[src/rtl/alu_requester_if.sv]
// Handshake and ALU operand/result bundle between the requester and its environment.
// The master side is the requester; the slave side is the command source, ALU and response sink.
interface alu_requester_if #(
  parameter int WIDTH = 8
);
  logic             cmd_valid;
  logic             cmd_ready;
  logic [2:0]       cmd_op;
  logic [WIDTH-1:0] cmd_a;
  logic [WIDTH-1:0] cmd_b;
  logic [WIDTH-1:0] A;
  logic [WIDTH-1:0] B;
  logic [2:0]       op;
  logic [WIDTH-1:0] R;
  logic             resp_valid;
  logic             resp_ready;
  logic [WIDTH-1:0] resp_data;
  logic [WIDTH-1:0] resp_exp;
  logic             resp_err;

  modport master (
    input  cmd_valid, cmd_op, cmd_a, cmd_b, R, resp_ready,
    output cmd_ready, A, B, op, resp_valid, resp_data, resp_exp, resp_err
  );

  modport slave (
    output cmd_valid, cmd_op, cmd_a, cmd_b, R, resp_ready,
    input  cmd_ready, A, B, op, resp_valid, resp_data, resp_exp, resp_err
  );
endinterface

[src/rtl/alu_requester.sv]
// ALU initiator: accepts one command, drives the ALU, samples R after LATENCY stages,
// compares it against an internal reference and reports pass/fail with saturating tallies.
module alu_requester #(
  parameter int WIDTH   = 8,
  parameter int LATENCY = 1,
  parameter int CNT_W   = 16
) (
  input  logic             clk,
  input  logic             rst,
  alu_requester_if.master  bus,
  output logic [CNT_W-1:0] pass_cnt,
  output logic [CNT_W-1:0] fail_cnt
);

  localparam int LW = (LATENCY < 1) ? 1 : $clog2(LATENCY + 1);

  typedef enum logic [1:0] {IDLE, DRIVE, RESP} state_t;

  state_t        state;
  logic [LW-1:0] lat_cnt;
  logic          mismatch;

  function automatic logic [WIDTH-1:0] model(input logic [2:0] f,
                                              input logic [WIDTH-1:0] a,
                                              input logic [WIDTH-1:0] b);
    logic [WIDTH-1:0] y;
    case (f)
      3'd0:    y = a + b;
      3'd1:    y = ~a;
      3'd2:    y = a - b;
      3'd3:    y = a | b;
      3'd4:    y = a ^ b;
      3'd5:    y = a & b;
      3'd6:    y = {a[WIDTH-2:0], 1'b0};
      default: y = {1'b0, a[WIDTH-1:1]};
    endcase
    return y;
  endfunction

  assign mismatch = (bus.R != bus.resp_exp);

  // lat_cnt counts the ALU stages still in flight; R is sampled on the edge after it reaches zero.
  always_ff @(posedge clk) begin
    if (rst) begin
      state           <= IDLE;
      lat_cnt         <= '0;
      bus.cmd_ready   <= 1'b0;
      bus.A           <= '0;
      bus.B           <= '0;
      bus.op          <= '0;
      bus.resp_valid  <= 1'b0;
      bus.resp_data   <= '0;
      bus.resp_exp    <= '0;
      bus.resp_err    <= 1'b0;
      pass_cnt        <= '0;
      fail_cnt        <= '0;
    end else begin
      case (state)
        IDLE: begin
          if (bus.cmd_valid && bus.cmd_ready) begin
            bus.A         <= bus.cmd_a;
            bus.B         <= bus.cmd_b;
            bus.op        <= bus.cmd_op;
            bus.resp_exp  <= model(bus.cmd_op, bus.cmd_a, bus.cmd_b);
            lat_cnt       <= LW'(LATENCY);
            bus.cmd_ready <= 1'b0;
            state         <= DRIVE;
          end else begin
            bus.cmd_ready <= 1'b1;
          end
        end
        DRIVE: begin
          if (lat_cnt != '0) begin
            lat_cnt <= lat_cnt - 1'b1;
          end else begin
            bus.resp_data  <= bus.R;
            bus.resp_err   <= mismatch;
            bus.resp_valid <= 1'b1;
            if (mismatch) begin
              if (!(&fail_cnt)) fail_cnt <= fail_cnt + 1'b1;
            end else begin
              if (!(&pass_cnt)) pass_cnt <= pass_cnt + 1'b1;
            end
            state <= RESP;
          end
        end
        RESP: begin
          if (bus.resp_ready) begin
            bus.resp_valid <= 1'b0;
            bus.cmd_ready  <= 1'b1;
            state          <= IDLE;
          end
        end
        default: begin
          state         <= IDLE;
          bus.cmd_ready <= 1'b0;
        end
      endcase
    end
  end

endmodule

[src/flat_wrapper.sv]
// flat-port wrapper written by rule: the top's interface ports become plain ports
module alu_requester_flat 
#(
  parameter int WIDTH   = 8,
  parameter int LATENCY = 1,
  parameter int CNT_W   = 16
)
  (clk, rst, pass_cnt, fail_cnt, bus_cmd_valid, bus_cmd_op, bus_cmd_a, bus_cmd_b, bus_R, bus_resp_ready, bus_cmd_ready, bus_A, bus_B, bus_op, bus_resp_valid, bus_resp_data, bus_resp_exp, bus_resp_err);
  alu_requester_if #(.WIDTH(WIDTH)) bus_i ();
  input  logic clk;
  input  logic rst;
  output logic [CNT_W-1:0] pass_cnt;
  output logic [CNT_W-1:0] fail_cnt;
  input wire logic [$bits(bus_i.cmd_valid)-1:0] bus_cmd_valid;
  input wire logic [$bits(bus_i.cmd_op)-1:0] bus_cmd_op;
  input wire logic [$bits(bus_i.cmd_a)-1:0] bus_cmd_a;
  input wire logic [$bits(bus_i.cmd_b)-1:0] bus_cmd_b;
  input wire logic [$bits(bus_i.R)-1:0] bus_R;
  input wire logic [$bits(bus_i.resp_ready)-1:0] bus_resp_ready;
  output wire logic [$bits(bus_i.cmd_ready)-1:0] bus_cmd_ready;
  output wire logic [$bits(bus_i.A)-1:0] bus_A;
  output wire logic [$bits(bus_i.B)-1:0] bus_B;
  output wire logic [$bits(bus_i.op)-1:0] bus_op;
  output wire logic [$bits(bus_i.resp_valid)-1:0] bus_resp_valid;
  output wire logic [$bits(bus_i.resp_data)-1:0] bus_resp_data;
  output wire logic [$bits(bus_i.resp_exp)-1:0] bus_resp_exp;
  output wire logic [$bits(bus_i.resp_err)-1:0] bus_resp_err;
  assign bus_i.cmd_valid = bus_cmd_valid;
  assign bus_i.cmd_op = bus_cmd_op;
  assign bus_i.cmd_a = bus_cmd_a;
  assign bus_i.cmd_b = bus_cmd_b;
  assign bus_i.R = bus_R;
  assign bus_i.resp_ready = bus_resp_ready;
  assign bus_cmd_ready = bus_i.cmd_ready;
  assign bus_A = bus_i.A;
  assign bus_B = bus_i.B;
  assign bus_op = bus_i.op;
  assign bus_resp_valid = bus_i.resp_valid;
  assign bus_resp_data = bus_i.resp_data;
  assign bus_resp_exp = bus_i.resp_exp;
  assign bus_resp_err = bus_i.resp_err;
  alu_requester #(.WIDTH(WIDTH), .LATENCY(LATENCY), .CNT_W(CNT_W)) u_core (.clk(clk), .rst(rst), .bus(bus_i), .pass_cnt(pass_cnt), .fail_cnt(fail_cnt));
endmodule
[config.mk]
export PLATFORM = sky130hd
export DESIGN_NAME = alu_requester_flat
export DESIGN_NICKNAME = d
export VERILOG_FILES = /design/src/rtl/alu_requester_if.sv /design/src/rtl/alu_requester.sv /design/src/flat_wrapper.sv
export SDC_FILE = /design/constraint.sdc
export NUM_CORES = 1
export LEC_CHECK = 0
export ABC_AREA = 0
export CAP_MARGIN = 0
export CORE_MARGIN = 2
export CORE_UTILIZATION = 30
export DETAILED_ROUTE_END_ITERATION = 7
export PLACE_DENSITY = 0.5
export REMOVE_ABC_BUFFERS = 1
export SYNTH_ARGS = -nofsm -noshare
export SYNTH_HDL_FRONTEND = slang
export SYNTH_SLANG_ARGS = --single-unit
[constraint.sdc]
create_clock -name clk -period 3.4 [get_ports clk]
set_clock_uncertainty 0.05 [all_clocks]
set_input_delay 0.68 -clock clk [delete_from_list [all_inputs] [get_ports clk]]
set_output_delay 0.68 -clock clk [all_outputs]
set_load 0.01 [all_outputs]
---- Word-level counts from Yosys, hierarchy flattened ----
Cells that the tools add are included.
word-level totals
  register bits after elaboration ......... 73
  input bits .............................. 31
  output and inout bits ................... 70
  logic and storage cells ................. 67
operators by class
  add/sub/neg operators ................... 5
  equal/unequal tests ..................... 12
  muxes and demuxes ....................... 14
  bitwise operators ....................... 9
  reduce and logical (&&, ||, !) cells .... 15
operators with widths
  operator                                                          count
  8-bit case mux with 7 select lines                                1
  16-bit by 1-bit adder with 16-bit output (second input constant)  2
  16-bit AND reduction                                              2
  3-bit == test (second input constant)                             3
  8-bit adder                                                       1
  8-bit bitwise AND                                                 1
  8-bit inequality test                                             1
  8-bit inverter                                                    1
  8-bit bitwise OR                                                  1
  2-bit AND reduction                                               4
  4-bit AND reduction                                               2
  8-bit subtractor                                                  1
  8-bit bitwise XOR                                                 1
  3-bit by 2-bit == test with 1-bit output (second input constant)  2
  1-bit two-way mux                                                 6
  2-bit two-way mux                                                 3
  2-bit case mux with 3 select lines                                1
  3-bit AND reduction                                               2
  1-bit inverter                                                    5
  2-bit inequality test (second input constant)                     2
  1-bit case mux with 2 select lines                                2
  2-bit nonzero test                                                2
  3-bit by 1-bit == test with 1-bit output (second input constant)  1
  3-bit logical NOT                                                 1
  7 further kinds                                                   7

---- Depth between registers and ports, before layout ----
Gate-level depths: netlist (run 1).
  word-level depth ........................ 3
  depth in mapped cells ................... 12
  depth with buffers taken out ............ 11

---- Worst setup path before layout (run 1) ----
No wires, ideal clock.
  path type ............................... input port to flip-flop
  from .................................... in bus_cmd_op[1]
  to ...................................... reg u_core.bus.resp_exp[6]
  setup time .............................. 116 ps
  data arrival time ....................... 2767 ps
  data required time ...................... 3234 ps
  slack ................................... 466 ps
  stages on the path ...................... 11
  path buffers ............................ 2
  cells stage by stage .................... clkbuf_1 -> and2_1 -> clkbuf_1 -> mux2_2 -> fa_1 -> nor2b_1 -> o21ai_0 -> nand2b_1 -> a31oi_1 -> xnor2_1 -> a31o_2
on the way
  longest elaborated chain between the ends .. 2
  elaborated cells between the ends (all ways) .. 8
  classes of those cells .................. eq/ne (6); mux (1); reduce/logical (1)
ends and longest elaborated chain
  what                                   line                    source
  start: declaration                     flat_wrapper.sv:15      input wire logic [$bits(bus_i.cmd_op)-1:0] bus_cmd_op;
  3-bit == test (tied with other cells)  alu_requester.sv:27     case (f)
  8-bit case mux with 7 select lines *   alu_requester.sv:27
  end signal: assignment                 alu_requester.sv:64     bus.resp_exp <= model(bus.cmd_op, bus.cmd_a, bus.cmd_b);
  end: declaration                       alu_requester_if.sv:23  output cmd_ready, A, B, op, resp_valid, resp_data, resp_exp, resp_err
Every way passes the cells marked *; elsewhere a longest branch is shown, timed or not.
A chain may end at the register's enable or synchronous reset.

---- Worst setup path in the final report (run 1) ----
  from .................................... in bus_cmd_op[0]
  to ...................................... reg u_core.bus.resp_exp[5]
Same word-level chain as after synthesis.

==> impl_metrics.env, run 1 <==
export IMPL_syn_inst=534
export IMPL_cap_violations=0
export IMPL_drtPass1Iterations=4
export IMPL_fin_nets=687
export IMPL_drc_errors=0
export IMPL_path_class="in2reg"
export IMPL_slowest_stage="clkdlybuf4s50_1"
export IMPL_cts_sinks=73
export IMPL_cts_max_path_buffers=2
export IMPL_cts_tree="done"
export IMPL_yosysSeqAreaShare=0.348
export IMPL_irDropWorstVdd_v=0.000183
export IMPL_fillCellCount=1431
export IMPL_hold_ws_ps=402
export IMPL_core_area_mm2=0.0138
export IMPL_p_leak_nw=2.06
export IMPL_yosys_warnings=0
export IMPL_reg2reg_depth=5
export IMPL_cpMostUsedCell="a21oi_1"
export IMPL_htree_levels=3
export IMPL_synth_compound_area_frac=0.156
export IMPL_grt_max_degree=34
export IMPL_ys_types=60
export IMPL_period_needed_ps=2880
export IMPL_grt_pass1_wl_um=19100
export IMPL_reg2reg_setup_slack_ps=1160
export IMPL_ys_flop_type="dfxtp_1"
export IMPL_finalHoldViolCount=0
export IMPL_ios=101
export IMPL_rsz0062_at_grt="false"
export IMPL_overflow=0
export IMPL_min_from="u_core.bus.A[6]$_SDFFE_PP0P_"
export IMPL_ys_ff_latch=73
export IMPL_antenna_found_initial=0
export IMPL_whs_path_depth=2
export IMPL_gp_congestion=0.903
export IMPL_rows=43
export IMPL_setup_viol=0
export IMPL_cp_end_kind="flop"
export IMPL_required_ps=3600
export IMPL_port_buffers=100
export IMPL_path_cells="clkdlybuf4s50_1 > nor2_1 > and2_1 > buf_4 > a31oi_1 > xnor2_1 > ha_1 > and3_1 > a21oi_1 > nand3b_1 > xor2_1 > a21oi_1 > a311oi_1"
export IMPL_drt_iter0_drc=260
export IMPL_final_antenna_net_count=0
export IMPL_syn_to_final_growth_pct=34.6
export IMPL_synth_simple_area_share=0.262
export IMPL_dr_total_vias=3998
export IMPL_max_slew_margin_rel=0.548
export IMPL_synth_top_family_by_area="simple AND/OR/NAND/NOR gates"
export IMPL_crit_buf_inv=2
export IMPL_min_path_type="reg2reg"
export IMPL_finalMaxSlewViolations=0
export IMPL_rr_startpoint="u_core.state[0]$_SDFFE_PP0P_"
export IMPL_syn_avg_cell_area_um2=7.88
export IMPL_wire_per_inst_um=14.4
export IMPL_grt_pass1_vias=3839
export IMPL_seqCellArea_mm2=0.00146
export IMPL_synth_edf_count=0
export IMPL_critPathMaxFanout=6
export IMPL_cpLargestDelayFamily="compound AO/OA/AOI/OAI gates"
export IMPL_num_antenna_cells=0
export IMPL_cts_resized=0
export IMPL_layout_drive_gt1_share=0.0678
export IMPL_die_area_mm2=0.0150
export IMPL_fin_setup_tns_ps=0
export IMPL_power_density_mw_per_mm2=383
export IMPL_min_delay_worst_endpoint="u_core.bus.A[6]$_SDFFE_PP0P_"
export IMPL_final_period_utilization=0.846
export IMPL_finalWirelength_um=11700
export IMPL_grt_total_usage=0.161
export IMPL_initial_core_util=0.305
export IMPL_cpPeakStageDelay_ps=480
export IMPL_tightestPinTransition_ps=676
export IMPL_crit_path_start_kind="input pin"
export IMPL_ctsHoldBuffers=0
export IMPL_async_reset_ff_frac=0
export IMPL_synth_adder_area_share=0.0821
export IMPL_synthMuxAreaShare=0.0134
export IMPL_worstSkewPairLatency_ps=330
export IMPL_cts_root_buf="clkbuf_16"
export IMPL_timing_fmax_mhz=348
export IMPL_post_cts_buffers=0
export IMPL_die_w_um=122
export IMPL_dieHeight_um=122
export IMPL_path_clk_slew_ps=60
export IMPL_arrival_ps=3080
export IMPL_synth_xor_area_frac=0.0875
export IMPL_routed_via_density=4.91
export IMPL_cts_made_buffers=9
export IMPL_reg2reg_to="u_core.pass_cnt[15]$_SDFFE_PP0P_"
export IMPL_syn_area_mm2=0.00421
export IMPL_status="completed"
export IMPL_hpwl_um=8810
export IMPL_multi_input_area_mm2=0.00253
## layer usage
layer | share of wire | up-vias | GRT usage
li1 | - | 2042 | -
met1 | 0.46 | 1851 | 0.199
met2 | 0.48 | 92 | 0.280
met3 | 0.046 | 13 | 0.0362
met4 | 0.013 | 0 | 0.0445
met5 | 0 | - | 0
## tightest hold or removal path: stages, from the launching register on
cell and delay, ps:
dfxtp_1 310, nand2_1 50, a21oi_1 50
## metrics by stage
step | cells | utilization | total power [mW] | area (µm²) | worst slack (ps)
finish | 814 | 0.411 | 2.17 | 5660 | 523
global route | 814 | 0.411 | 2.27 | 5660 | 366
CTS | 814 | 0.411 | 2.20 | 5660 | 528
detailed placement | 798 | 0.392 | 1.32 | 5400 | 176
global placement | 798 | 0.392 | 1.32 | 5400 | 200
floorplan | 505 | - | 1.13 | 4070 | 531
## worst max-delay path by stage
stage                  start                             endpoint  slack [ps]  depth (start not counted)
6_report       bus_cmd_op[0]  u_core.bus.resp_exp[5]$_SDFFE_PP0P_         520                         13
2_1_floorplan  bus_cmd_valid  u_core.bus.resp_exp[2]$_SDFFE_PP0P_         530                          5
5_1_grt        bus_cmd_op[0]  u_core.bus.resp_exp[5]$_SDFFE_PP0P_         370                         13
4_1_cts        bus_cmd_op[0]  u_core.bus.resp_exp[5]$_SDFFE_PP0P_         530                         13
3_3_place_gp    bus_cmd_b[0]  u_core.bus.resp_exp[6]$_SDFFE_PP0P_         200                         11
3_5_place_dp   bus_cmd_op[0]  u_core.bus.resp_exp[5]$_SDFFE_PP0P_         180                         13
## state kept, by name, summed over array words and instances, names as in the netlist
signal / count
u_core.bus.B: 8
u_core.state: 2
u_core.bus.cmd_ready: 1
u_core.bus.op: 3
u_core.bus.resp_exp: 8
u_core.bus.A: 8
u_core.bus.resp_valid: 1
u_core.pass_cnt: 16
u_core.bus.resp_data: 8
u_core.bus.resp_err: 1
u_core.lat_cnt: 1
u_core.fail_cnt: 16
## where the power goes
group / switching (mW) / internal (mW) / total (mW)
Sequential: 0.0255 / 0.884 / 0.910
Combinational: 0.202 / 0.186 / 0.388
Clock: 0.378 / 0.493 / 0.872
Total: 0.606 / 1.56 / 2.17
## final cells by class
class,count,share of cell area
repair buffers,113,0.193
clock inverters,5,0.00575
well taps,180,0.0398
clock buffers,11,0.0411
inverters,23,0.0153
flip-flops and latches,73,0.258
multi-input cells,409,0.447
## cells by family (layout without fill, tap and decap cells)
logic type,after synthesis,in the layout
and+or+nand+nor,226,226
AOI/OAI and AO/OA,109,109
DFF,73,73
buffers and inverters,52,152
xor gates and xnor gates,42,42
adders and majority gates,27,27
muxes,5,5
## cells in the mapped netlist (all sizes together) (5+ instances only)
master / n / area share
nand4: 11 / 0.020
inv: 23 / 0.021
and3: 6 / 0.0089
nand2: 98 / 0.090
xor2: 5 / 0.010
or3: 7 / 0.010
clkbuf: 21 / 0.019
buf: 8 / 0.013
dfxtp: 73 / 0.35
nor3: 15 / 0.021
a21oi: 49 / 0.058
nand3: 13 / 0.017
ha: 26 / 0.077
nor2b: 7 / 0.010
a31oi: 6 / 0.0089
xnor2: 37 / 0.077
o21ai: 25 / 0.030
nor4: 8 / 0.013
nor2: 42 / 0.038
## layout by cell type (no fill, tap or decap), types with 3 or more instances in the layout
cell,synthesis,final
nor4_1,7,7
nand3b_1,3,3
mux2i_1,3,3
a221oi_1,3,3
xnor2_1,37,37
nand4_1,10,10
xor2_1,5,5
or3_1,7,7
o21ai_0,25,25
inv_1,23,23
clkdlybuf4s50_1,0,99
nand2_1,96,96
o31ai_1,4,4
and2_1,3,3
nor2_1,41,41
nor2b_1,7,7
and3_1,6,6
clkbuf_16,0,9
nand2b_1,4,4
o211ai_1,3,3
nor3_1,14,13
clkinv_2,0,3
nand3_1,12,12
dfxtp_1,73,73
ha_1,26,26
or4_1,3,3
a31oi_1,6,6
buf_4,0,13
a21oi_1,49,49
No activity file was read; power rests on OpenSTA's default activity.
==> run 2: changes to the inputs <==
--- a/config.mk
+++ b/config.mk
@@ -10,7 +10,7 @@
 export CORE_MARGIN = 2
 export CORE_UTILIZATION = 30
 export DETAILED_ROUTE_END_ITERATION = 7
-export PLACE_DENSITY = 0.5
+export PLACE_DENSITY = 0.52
 export REMOVE_ABC_BUFFERS = 1
 export SYNTH_ARGS = -nofsm -noshare
 export SYNTH_HDL_FRONTEND = slang
==> constraint.sdc (replaced) <==
create_clock -name clk -period 2.6 [get_ports clk]
set_clock_uncertainty 0.05 [all_clocks]
set_input_delay 0.52 -clock clk [delete_from_list [all_inputs] [get_ports clk]]
set_output_delay 0.52 -clock clk [all_outputs]
set_load 0.01 [all_outputs]
==> run 2 against run 1 <==
  * Total power rose by 39%
  * Hold slack better by 3.1 ps
  * Sequential power is 31% higher
  * Worst setup slack worse by 400 ps
  * Combinational power up 48%
  * Largest cell class unchanged
  * Highest routed layer unchanged
==> impl_metrics.env, run 2 (same netlist as run 1, synthesis figures left out) <==
export IMPL_cp_endpoint="u_core.bus.resp_exp[7]$_SDFFE_PP0P_"
export IMPL_startpoint="bus_cmd_b[2]"
export IMPL_worstSkewPairLatency_ps=350
export IMPL_num_antenna_cells=0
export IMPL_port_buffers=100
export IMPL_die_w_um=122
export IMPL_path_cells="clkdlybuf4s50_1 > nor4_1 > a21oi_1 > xnor2_1 > ha_1 > or3_1 > o211ai_1 > xnor2_1 > o22ai_1"
export IMPL_dieHeight_um=122
export IMPL_cts_root_buf="clkbuf_16"
export IMPL_layout_drive_gt1_share=0.137
export IMPL_cts_sinks=73
export IMPL_finalMaxSlewViolations=0
export IMPL_cpLargestDelayFamily="simple AND/OR/NAND/NOR gates"
export IMPL_grt_total_usage=0.168
export IMPL_finalHoldViolCount=0
export IMPL_cts_tree="done"
export IMPL_cpMostUsedCell="xnor2_1"
export IMPL_grt_pass1_vias=4007
export IMPL_setup_viol=0
export IMPL_largest_registers="u_core.fail_cnt (16), u_core.pass_cnt (16)"
export IMPL_fin_setup_tns_ps=0
export IMPL_fin_nets=724
export IMPL_reg2reg_depth=7
export IMPL_reg2reg_to="u_core.pass_cnt[1]$_SDFFE_PP0P_"
export IMPL_cpPeakStageDelay_ps=480
export IMPL_path_class="in2reg"
export IMPL_drt_iter0_drc=261
export IMPL_hold_ws_ps=405
export IMPL_path_clk_slew_ps=60
export IMPL_ios=101
export IMPL_max_slew_margin_rel=0.587
export IMPL_crit_path_start_kind="input pin"
export IMPL_wire_per_inst_um=14.2
export IMPL_initial_core_util=0.305
export IMPL_rows=43
export IMPL_power_density_mw_per_mm2=500
export IMPL_gp_congestion=0.873
export IMPL_htree_levels=3
export IMPL_syn_to_final_growth_pct=43.7
export IMPL_slowest_stage="clkdlybuf4s50_1"
export IMPL_rsz0062_at_grt="false"
export IMPL_dr_total_vias=4115
export IMPL_cap_violations=0
export IMPL_cts_max_path_buffers=2
export IMPL_arrival_ps=2660
export IMPL_final_common_cell="nand2_1"
export IMPL_overflow=0
export IMPL_status="completed"
export IMPL_placed_area_mm2=0.00569
export IMPL_grt_max_degree=35
export IMPL_irDropWorstVdd_v=0.000264
export IMPL_finalInstanceArea_mm2=0.00604
export IMPL_critPathMaxFanout=4
export IMPL_routed_via_density=4.84
export IMPL_required_ps=2780
export IMPL_hpwl_um=9020
export IMPL_min_path_type="reg2reg"
export IMPL_grt_pass1_wl_um=19800
export IMPL_antenna_found_initial=0
export IMPL_tightestPinTransition_ps=617
export IMPL_p_leak_nw=2.29
export IMPL_core_area_mm2=0.0138
export IMPL_crit_cells=9
export IMPL_mostFrequentLayoutCells="nand2_1, clkdlybuf4s50_1, dfxtp_1, buf_4, a21oi_1"
export IMPL_die_area_mm2=0.0150
export IMPL_finalWirelength_um=12100
export IMPL_cp_end_kind="flop"
export IMPL_reg2reg_setup_slack_ps=440
export IMPL_timing_fmax_mhz=404
export IMPL_drtPass1Iterations=4
export IMPL_final_period_utilization=0.953
export IMPL_rr_startpoint="u_core.pass_cnt[3]$_SDFFE_PP0P_"
export IMPL_cts_made_buffers=9
export IMPL_period_needed_ps=2480
export IMPL_final_antenna_net_count=0
export IMPL_drc_errors=0
export IMPL_crit_buf_inv=1
## run 2: cell count changes in the layout (fill, tap and decap cells not counted), moves of 3 or more
cell	previous run	this run
dlymetal6s2s_1	0	3
clkdlybuf4s50_1	99	95
buf_4	13	47
a21oi_1	49	46
a21oi_2	0	3
## run 2: worst min path at each step
stage	startpoint	cells past startpoint	end	slack (ps)
after floorplan	u_core.lat_cnt$_SDFFE_PP0P_	2	u_core.lat_cnt$_SDFFE_PP0P_	420
after global placement	u_core.bus.B[7]$_SDFFE_PP0P_	2	u_core.bus.B[7]$_SDFFE_PP0P_	390
after detailed placement	u_core.bus.resp_data[0]$_SDFFE_PP0P_	2	u_core.bus.resp_data[0]$_SDFFE_PP0P_	400
after CTS	u_core.bus.resp_data[0]$_SDFFE_PP0P_	2	u_core.bus.resp_data[0]$_SDFFE_PP0P_	410
after global routing	u_core.bus.A[6]$_SDFFE_PP0P_	2	u_core.bus.A[6]$_SDFFE_PP0P_	430
final	u_core.bus.A[6]$_SDFFE_PP0P_	2	u_core.bus.A[6]$_SDFFE_PP0P_	410
## run 2: worst reg2reg max path: cells and delay by family (launching register included)
kind / cells / cell delay (ps)
buffers and inverters: 1 / 130
muxes: 1 / 170
DFF: 1 / 430
and+or+nand+nor: 5 / 1240
## run 2: routing by layer
metal | global-route usage | wire, µm
met1 | 0.209 | 5560
met2 | 0.286 | 5750
met3 | 0.0488 | 620
met4 | 0.0409 | 142
met5 | 0 | 0
## run 2: area by class of cell
type	count	area, µm²
multi-input cells	409	2570
flip-flops and latches	73	1460
inverters	23	86.3
clock buffers	10	239
repair buffers	150	1410
fillers	1435	7730
clock inverters	5	56.3
well taps	180	225
## run 2: through the flow
step / cells / setup slack [ps] / utilization / total power [mW]
after floorplan: 505 / -109 / - / 1.47
after global placement: 834 / -440 / 0.413 / 1.77
after detailed placement: 834 / -471 / 0.413 / 1.78
after CTS: 850 / 10.3 / 0.436 / 3.07
after global routing: 850 / 10.2 / 0.439 / 3.18
final: 850 / 122 / 0.439 / 3.02
## run 2: timing repair
action / CTS / global route
pin swaps: 7 / 9
endpoints found under the setup margin: 3 / 6
hold buffers: 0 / 0
buffers inserted: 1 / 0
resized for setup: 7 / 11
## run 2: report_power, final
group          internal (mW)  switching, mW  leakage (nW)
registers               1.16         0.0330         0.592
logic                  0.294          0.282          1.56
clock network          0.761          0.494         0.144
total                   2.21          0.809          2.29
==> run 3: changes to the inputs <==
--- a/config.mk
+++ b/config.mk
@@ -11,7 +11,7 @@
 export CORE_UTILIZATION = 30
 export DETAILED_ROUTE_END_ITERATION = 7
 export PLACE_DENSITY = 0.52
-export REMOVE_ABC_BUFFERS = 1
+export SLEW_MARGIN = 40
 export SYNTH_ARGS = -nofsm -noshare
 export SYNTH_HDL_FRONTEND = slang
 export SYNTH_SLANG_ARGS = --single-unit
==> run 3 against run 2 <==
  * Register-to-register slack hardly changed
  * Clock-buffer cell count fell by 1
  * Die area unchanged
==> impl_metrics.env, run 3 (same netlist as run 1, synthesis figures left out) <==
export IMPL_dr_total_vias=4171
export IMPL_timing_fmax_mhz=396
export IMPL_port_buffers=100
export IMPL_mostFrequentLayoutCells="nand2_1, clkdlybuf4s50_1, dfxtp_1, buf_4, a21oi_1"
export IMPL_setup_viol=0
export IMPL_crit_path_start_kind="input pin"
export IMPL_cap_violations=0
export IMPL_initial_core_util=0.305
export IMPL_crit_buf_inv=1
export IMPL_min_delay_worst_endpoint="u_core.bus.op[0]$_SDFFE_PP0P_"
export IMPL_reg2reg_depth=7
export IMPL_grt_total_usage=0.162
export IMPL_p_sw_frac=0.267
export IMPL_reg2reg_to="u_core.pass_cnt[3]$_SDFFE_PP0P_"
export IMPL_min_from="u_core.bus.op[0]$_SDFFE_PP0P_"
export IMPL_cpPeakStageDelay_ps=480
export IMPL_grt_max_degree=34
export IMPL_whs_path_depth=2
export IMPL_drt_iter0_drc=289
export IMPL_dieHeight_um=122
export IMPL_antenna_found_initial=0
export IMPL_path_class="in2reg"
export IMPL_p_leak_nw=2.32
export IMPL_finalInstanceArea_mm2=0.00608
export IMPL_max_slew_margin_rel=0.559
export IMPL_syn_to_final_growth_pct=44.7
export IMPL_period_needed_ps=2530
export IMPL_cp_end_kind="flop"
export IMPL_final_common_cell="nand2_1"
export IMPL_final_period_utilization=0.972
export IMPL_power_density_mw_per_mm2=514
export IMPL_cts_max_path_buffers=2
export IMPL_min_path_type="reg2reg"
export IMPL_cts_tree="done"
export IMPL_final_antenna_net_count=0
export IMPL_cts_made_buffers=9
export IMPL_overflow=0
export IMPL_fin_setup_tns_ps=0
export IMPL_reg2reg_setup_slack_ps=430
export IMPL_finalMaxSlewViolations=0
export IMPL_finalHoldViolCount=0
export IMPL_path_clk_slew_ps=60
export IMPL_tightestPinTransition_ps=660
export IMPL_cts_root_buf="clkbuf_16"
export IMPL_worst_slack_ps=73.6
export IMPL_p_int_mw=2.29
export IMPL_core_area_mm2=0.0138
export IMPL_drc_errors=0
export IMPL_wire_per_inst_um=14.0
export IMPL_critPathMaxFanout=3
export IMPL_ios=101
export IMPL_layout_drive_gt1_share=0.142
export IMPL_grt_pass1_vias=3853
export IMPL_status="completed"
export IMPL_worstSkewPairLatency_ps=340
export IMPL_grt_pass1_wl_um=19000
export IMPL_ctsHoldBuffers=0
export IMPL_rr_startpoint="u_core.pass_cnt[3]$_SDFFE_PP0P_"
export IMPL_arrival_ps=2710
export IMPL_die_area_mm2=0.0150
export IMPL_comb_power_share=0.186
export IMPL_gp_congestion=0.875
export IMPL_cts_sinks=73
export IMPL_routed_via_density=4.88
export IMPL_required_ps=2780
export IMPL_largest_registers="u_core.fail_cnt (16), u_core.pass_cnt (16)"
export IMPL_path_cells="clkdlybuf4s50_1 > and2_4 > mux2_4 > fa_2 > nor2b_1 > o21ai_1 > nand2b_1 > a31oi_1 > xnor2_1 > a31o_2"
export IMPL_num_antenna_cells=0
export IMPL_clkPwrFrac=0.434
export IMPL_die_w_um=122
export IMPL_place_ws_ps=-442
export IMPL_fin_nets=728
export IMPL_drtPass1Iterations=4
export IMPL_irDropWorstVdd_v=0.000244
export IMPL_synth_fp_nets=592
export IMPL_cpLargestDelayFamily="buffers and inverters"
export IMPL_htree_levels=3
export IMPL_power_switching_mw=0.834
export IMPL_hpwl_um=9200
export IMPL_placed_area_mm2=0.00570
export IMPL_finalWirelength_um=12000
export IMPL_pwr_share_seq=0.380
export IMPL_rows=43
export IMPL_slowest_stage="clkdlybuf4s50_1"
run 3: changes by cell type in the layout (fill, tap and decap cells not counted), sizes merged:
cell / change
clkinv: +1
dlygate4sd2: +1
clkbuf: -1
bufinv: +1
dlymetal6s2s: -1
buf: +4
run 3: tightest hold or removal path, delay by kind of cell, from the launching register on:
| family | cells | cell delay [ps] |
|---|---|---|
| AO/OA/AOI/OAI | 1 | 50 |
| flip-flops | 1 | 310 |
| AND/OR/NAND/NOR | 1 | 50 |
run 3: worst max-delay path by stage:
stage | start | end | slack, ps | cells after the start
after floorplan | bus_cmd_op[0] | u_core.bus.resp_exp[6]$_SDFFE_PP0P_ | 50 | 11
after global placement | bus_cmd_op[0] | u_core.bus.resp_exp[6]$_SDFFE_PP0P_ | -400 | 13
after detailed placement | bus_cmd_op[0] | u_core.bus.resp_exp[6]$_SDFFE_PP0P_ | -440 | 11
after CTS | bus_cmd_op[0] | u_core.bus.resp_exp[6]$_SDFFE_PP0P_ | -7 | 13
after global routing | bus_cmd_b[3] | u_core.bus.resp_exp[5]$_SDFFE_PP0P_ | -8 | 11
final | bus_cmd_op[1] | u_core.bus.resp_exp[6]$_SDFFE_PP0P_ | 70 | 10
run 3: final cells by class:
type / count / area (µm²)
fillers: 1406 / 7690
multi-input cells: 409 / 2570
flip-flops and latches: 73 / 1460
repair buffers: 154 / 1420
clock buffers: 9 / 225
well taps: 180 / 225
clock inverters: 7 / 95.1
inverters: 23 / 86.3
run 3: repair_timing:
item | CTS | global route
resized for setup | 7 | 8
endpoints found under the setup margin | 4 | 6
pin swaps | 3 | 7
buffers inserted | 1 | 2
run 3: stage by stage:
step                      power (mW)   util  cells  hold slack (ps)
after floorplan                 1.51      -    534              423
after global placement          1.78  0.414    836              393
after detailed placement        1.78  0.414    836              396
after CTS                       3.16  0.438    853              404
after global routing            3.28  0.442    855              430
final                           3.13  0.442    855              404
run 3: power by group through the flow:
stage	clock network, mW	registers (mW)	logic (mW)
after floorplan	0	1.22	0.289
after global placement	0	1.21	0.562
after detailed placement	0	1.21	0.568
after CTS	1.39	1.19	0.574
after global routing	1.44	1.19	0.645
final	1.36	1.19	0.581
run 3: layer usage:
metal | global-route usage | share of wire | vias to the layer above
met5 | 0 | 0 | -
met4 | 0.0560 | 0.018 | 0
met3 | 0.0428 | 0.053 | 17
met2 | 0.269 | 0.47 | 97
met1 | 0.201 | 0.46 | 1930
li1 | - | - | 2127
==> variant, RTL diff (flow settings as in run 3) <==
`LATENCY` is set to 1 in 2 places; all go to 2.
--- a/src/rtl/alu_requester.sv
+++ b/src/rtl/alu_requester.sv
@@ -2,7 +2,7 @@
 // compares it against an internal reference and reports pass/fail with saturating tallies.
 module alu_requester #(
   parameter int WIDTH   = 8,
-  parameter int LATENCY = 1,
+  parameter int LATENCY = 2,
   parameter int CNT_W   = 16
 ) (
   input  logic             clk,
--- a/src/flat_wrapper.sv
+++ b/src/flat_wrapper.sv
@@ -2,7 +2,7 @@
 module alu_requester_flat 
 #(
   parameter int WIDTH   = 8,
-  parameter int LATENCY = 1,
+  parameter int LATENCY = 2,
   parameter int CNT_W   = 16
 )
   (clk, rst, pass_cnt, fail_cnt, bus_cmd_valid, bus_cmd_op, bus_cmd_a, bus_cmd_b, bus_R, bus_resp_ready, bus_cmd_ready, bus_A, bus_B, bus_op, bus_resp_valid, bus_resp_data, bus_resp_exp, bus_resp_err);
Formal check against the unedited RTL: not equivalent (a bounded check fails within 10 cycles, from zero or initial values and one cycle with rst high).
==> variant against run 3 <==
Power grew 2.7%. Non-clock buffer count grew 4. Via count rose by 0.82%. Synthesized cell count shrank 0.37%. Sequential share of layout area down 0.37 points. Sequential cell count grew 1. Design area rose by 2.9%. Worst setup slack improved by 0.012 ns. Wire length rose by 9.9%. Area after synthesis grew 3.1%. Critical path type unchanged. Largest power group unchanged.
==> variant: results (changes against run 3) <==
metric,value,unit,change
wl_met2,6.16,mm,was 5.68 mm
worstMarginPinSlew,0.692,ns,was 0.660 ns
grt_max_degree,44,,was 34
drt-pass1-iter-count,5,,was 4
ir_worst_vdd,0.000326,V,was 0.000244 V
r2r_cells,6,,was 7
ys_types,56,,was 60
routedWlPerCell,15.3,µm,was 14.0 µm
synthTopCellsByArea,"dfxtp_1 (34%), ha_1 (7.8%), nand2_1 (7.7%)",,"was dfxtp_1 (35%), nand2_1 (8.6%), ha_1 (7.7%)"
path_max_fanout,2,,was 3
startpoint,bus_cmd_op[0],,was bus_cmd_op[1]
placed_cells,841,,was 836
wirelength_met1,6.10,mm,was 5.46 mm
dp_hpwl,9.78,mm,was 9.20 mm
r2r_slack,0.55,ns,was 0.43 ns
max_stage_delay,0.46,ns,was 0.48 ns
grt_util_all_layers,17.1,%,was 16.2%
fillCellCount,1415,,was 1406
synthTopCellsByCount,"nand2_1 (89), dfxtp_1 (74), nor2_1 (49)",,"was nand2_1 (96), dfxtp_1 (73), a21oi_1 (49)"
vias,4205,,was 4171
hold_path.startpoint,u_core.bus.resp_data[7],,was u_core.bus.op[0]
place_ws,-0.532,ns,was -0.442 ns
whs,0.404,ns,about the same
multi_input_area,0.00269,mm²,was 0.00257 mm²
postSynthCellCount,532,,was 534
dpl_cell_area,0.00584,mm²,was 0.00570 mm²
syn-num-nets,591,,was 592
gp_congestion,0.860,,was 0.875
drt_iter0_drc,213,,was 289
outcome,"finished, final reports clean",,unchanged
wl_met3,667,µm,was 641 µm
worstReg2RegEnd,u_core.fail_cnt[15],,was u_core.pass_cnt[3]
[variant: cell count changes in the layout (fill, tap and decap cells not counted), sizes merged, moves of 6 or more]
| cell | change |
|---|---|
| xnor2 | -9 |
| nor2 | +7 |
| o21ai | -6 |
| nand2 | -9 |
| xor2 | +14 |
| or3 | -6 |
[variant: how the worst max path moves through the flow]
stage | to | slack [ns] | depth (start not counted)
after global routing | u_core.bus.resp_exp[5] | -0.04 | 11
after floorplan | u_core.bus.resp_exp[5] | 0.04 | 11
after global placement | u_core.bus.resp_exp[5] | -0.48 | 12
final | u_core.bus.resp_exp[5] | 0.09 | 11
after CTS | u_core.bus.resp_exp[5] | 0.09 | 11
after detailed placement | u_core.bus.resp_exp[5] | -0.53 | 12
[variant: power breakdown]
| group | leakage [nW] | switching [mW] | internal, mW |
|---|---|---|---|
| Clock | 0.156 | 0.526 | 0.848 |
| Sequential | 0.600 | 0.0333 | 1.17 |
| Combinational | 1.63 | 0.316 | 0.316 |
[variant: cell families after synthesis]
group | count (synthesis) | synth area share [%]
xor+xnor | 47 | 9.49
fa+ha+maj | 28 | 8.25
flops | 74 | 34.2
compound gates | 93 | 12.7
buf+inv | 50 | 5.16
mux | 10 | 2.39
simple gates | 230 | 27.9
[variant: repair_timing]
item	CTS	global route
resized for setup	15	3
endpoints found under the setup margin	5	5
pin swaps	8	1
buffers inserted	5	0
cloned	0	0
[variant: final cells by class]
cell class                 count  area share, %
clock inverter                 7           1.64
timing repair buffer         158           23.0
clock buffer                   9           3.60
tap                          180           3.60
sequential                    74           23.7
inverter                      26           1.56
multi-input combinational    408           42.9
[variant: layer usage]
metal  vias to the layer above  GRT usage [%]
met1                      1964           21.6
met3                        18           4.43
met2                        95           28.1
li1                       2128              -
met4                         0           6.08
met5                         -              0
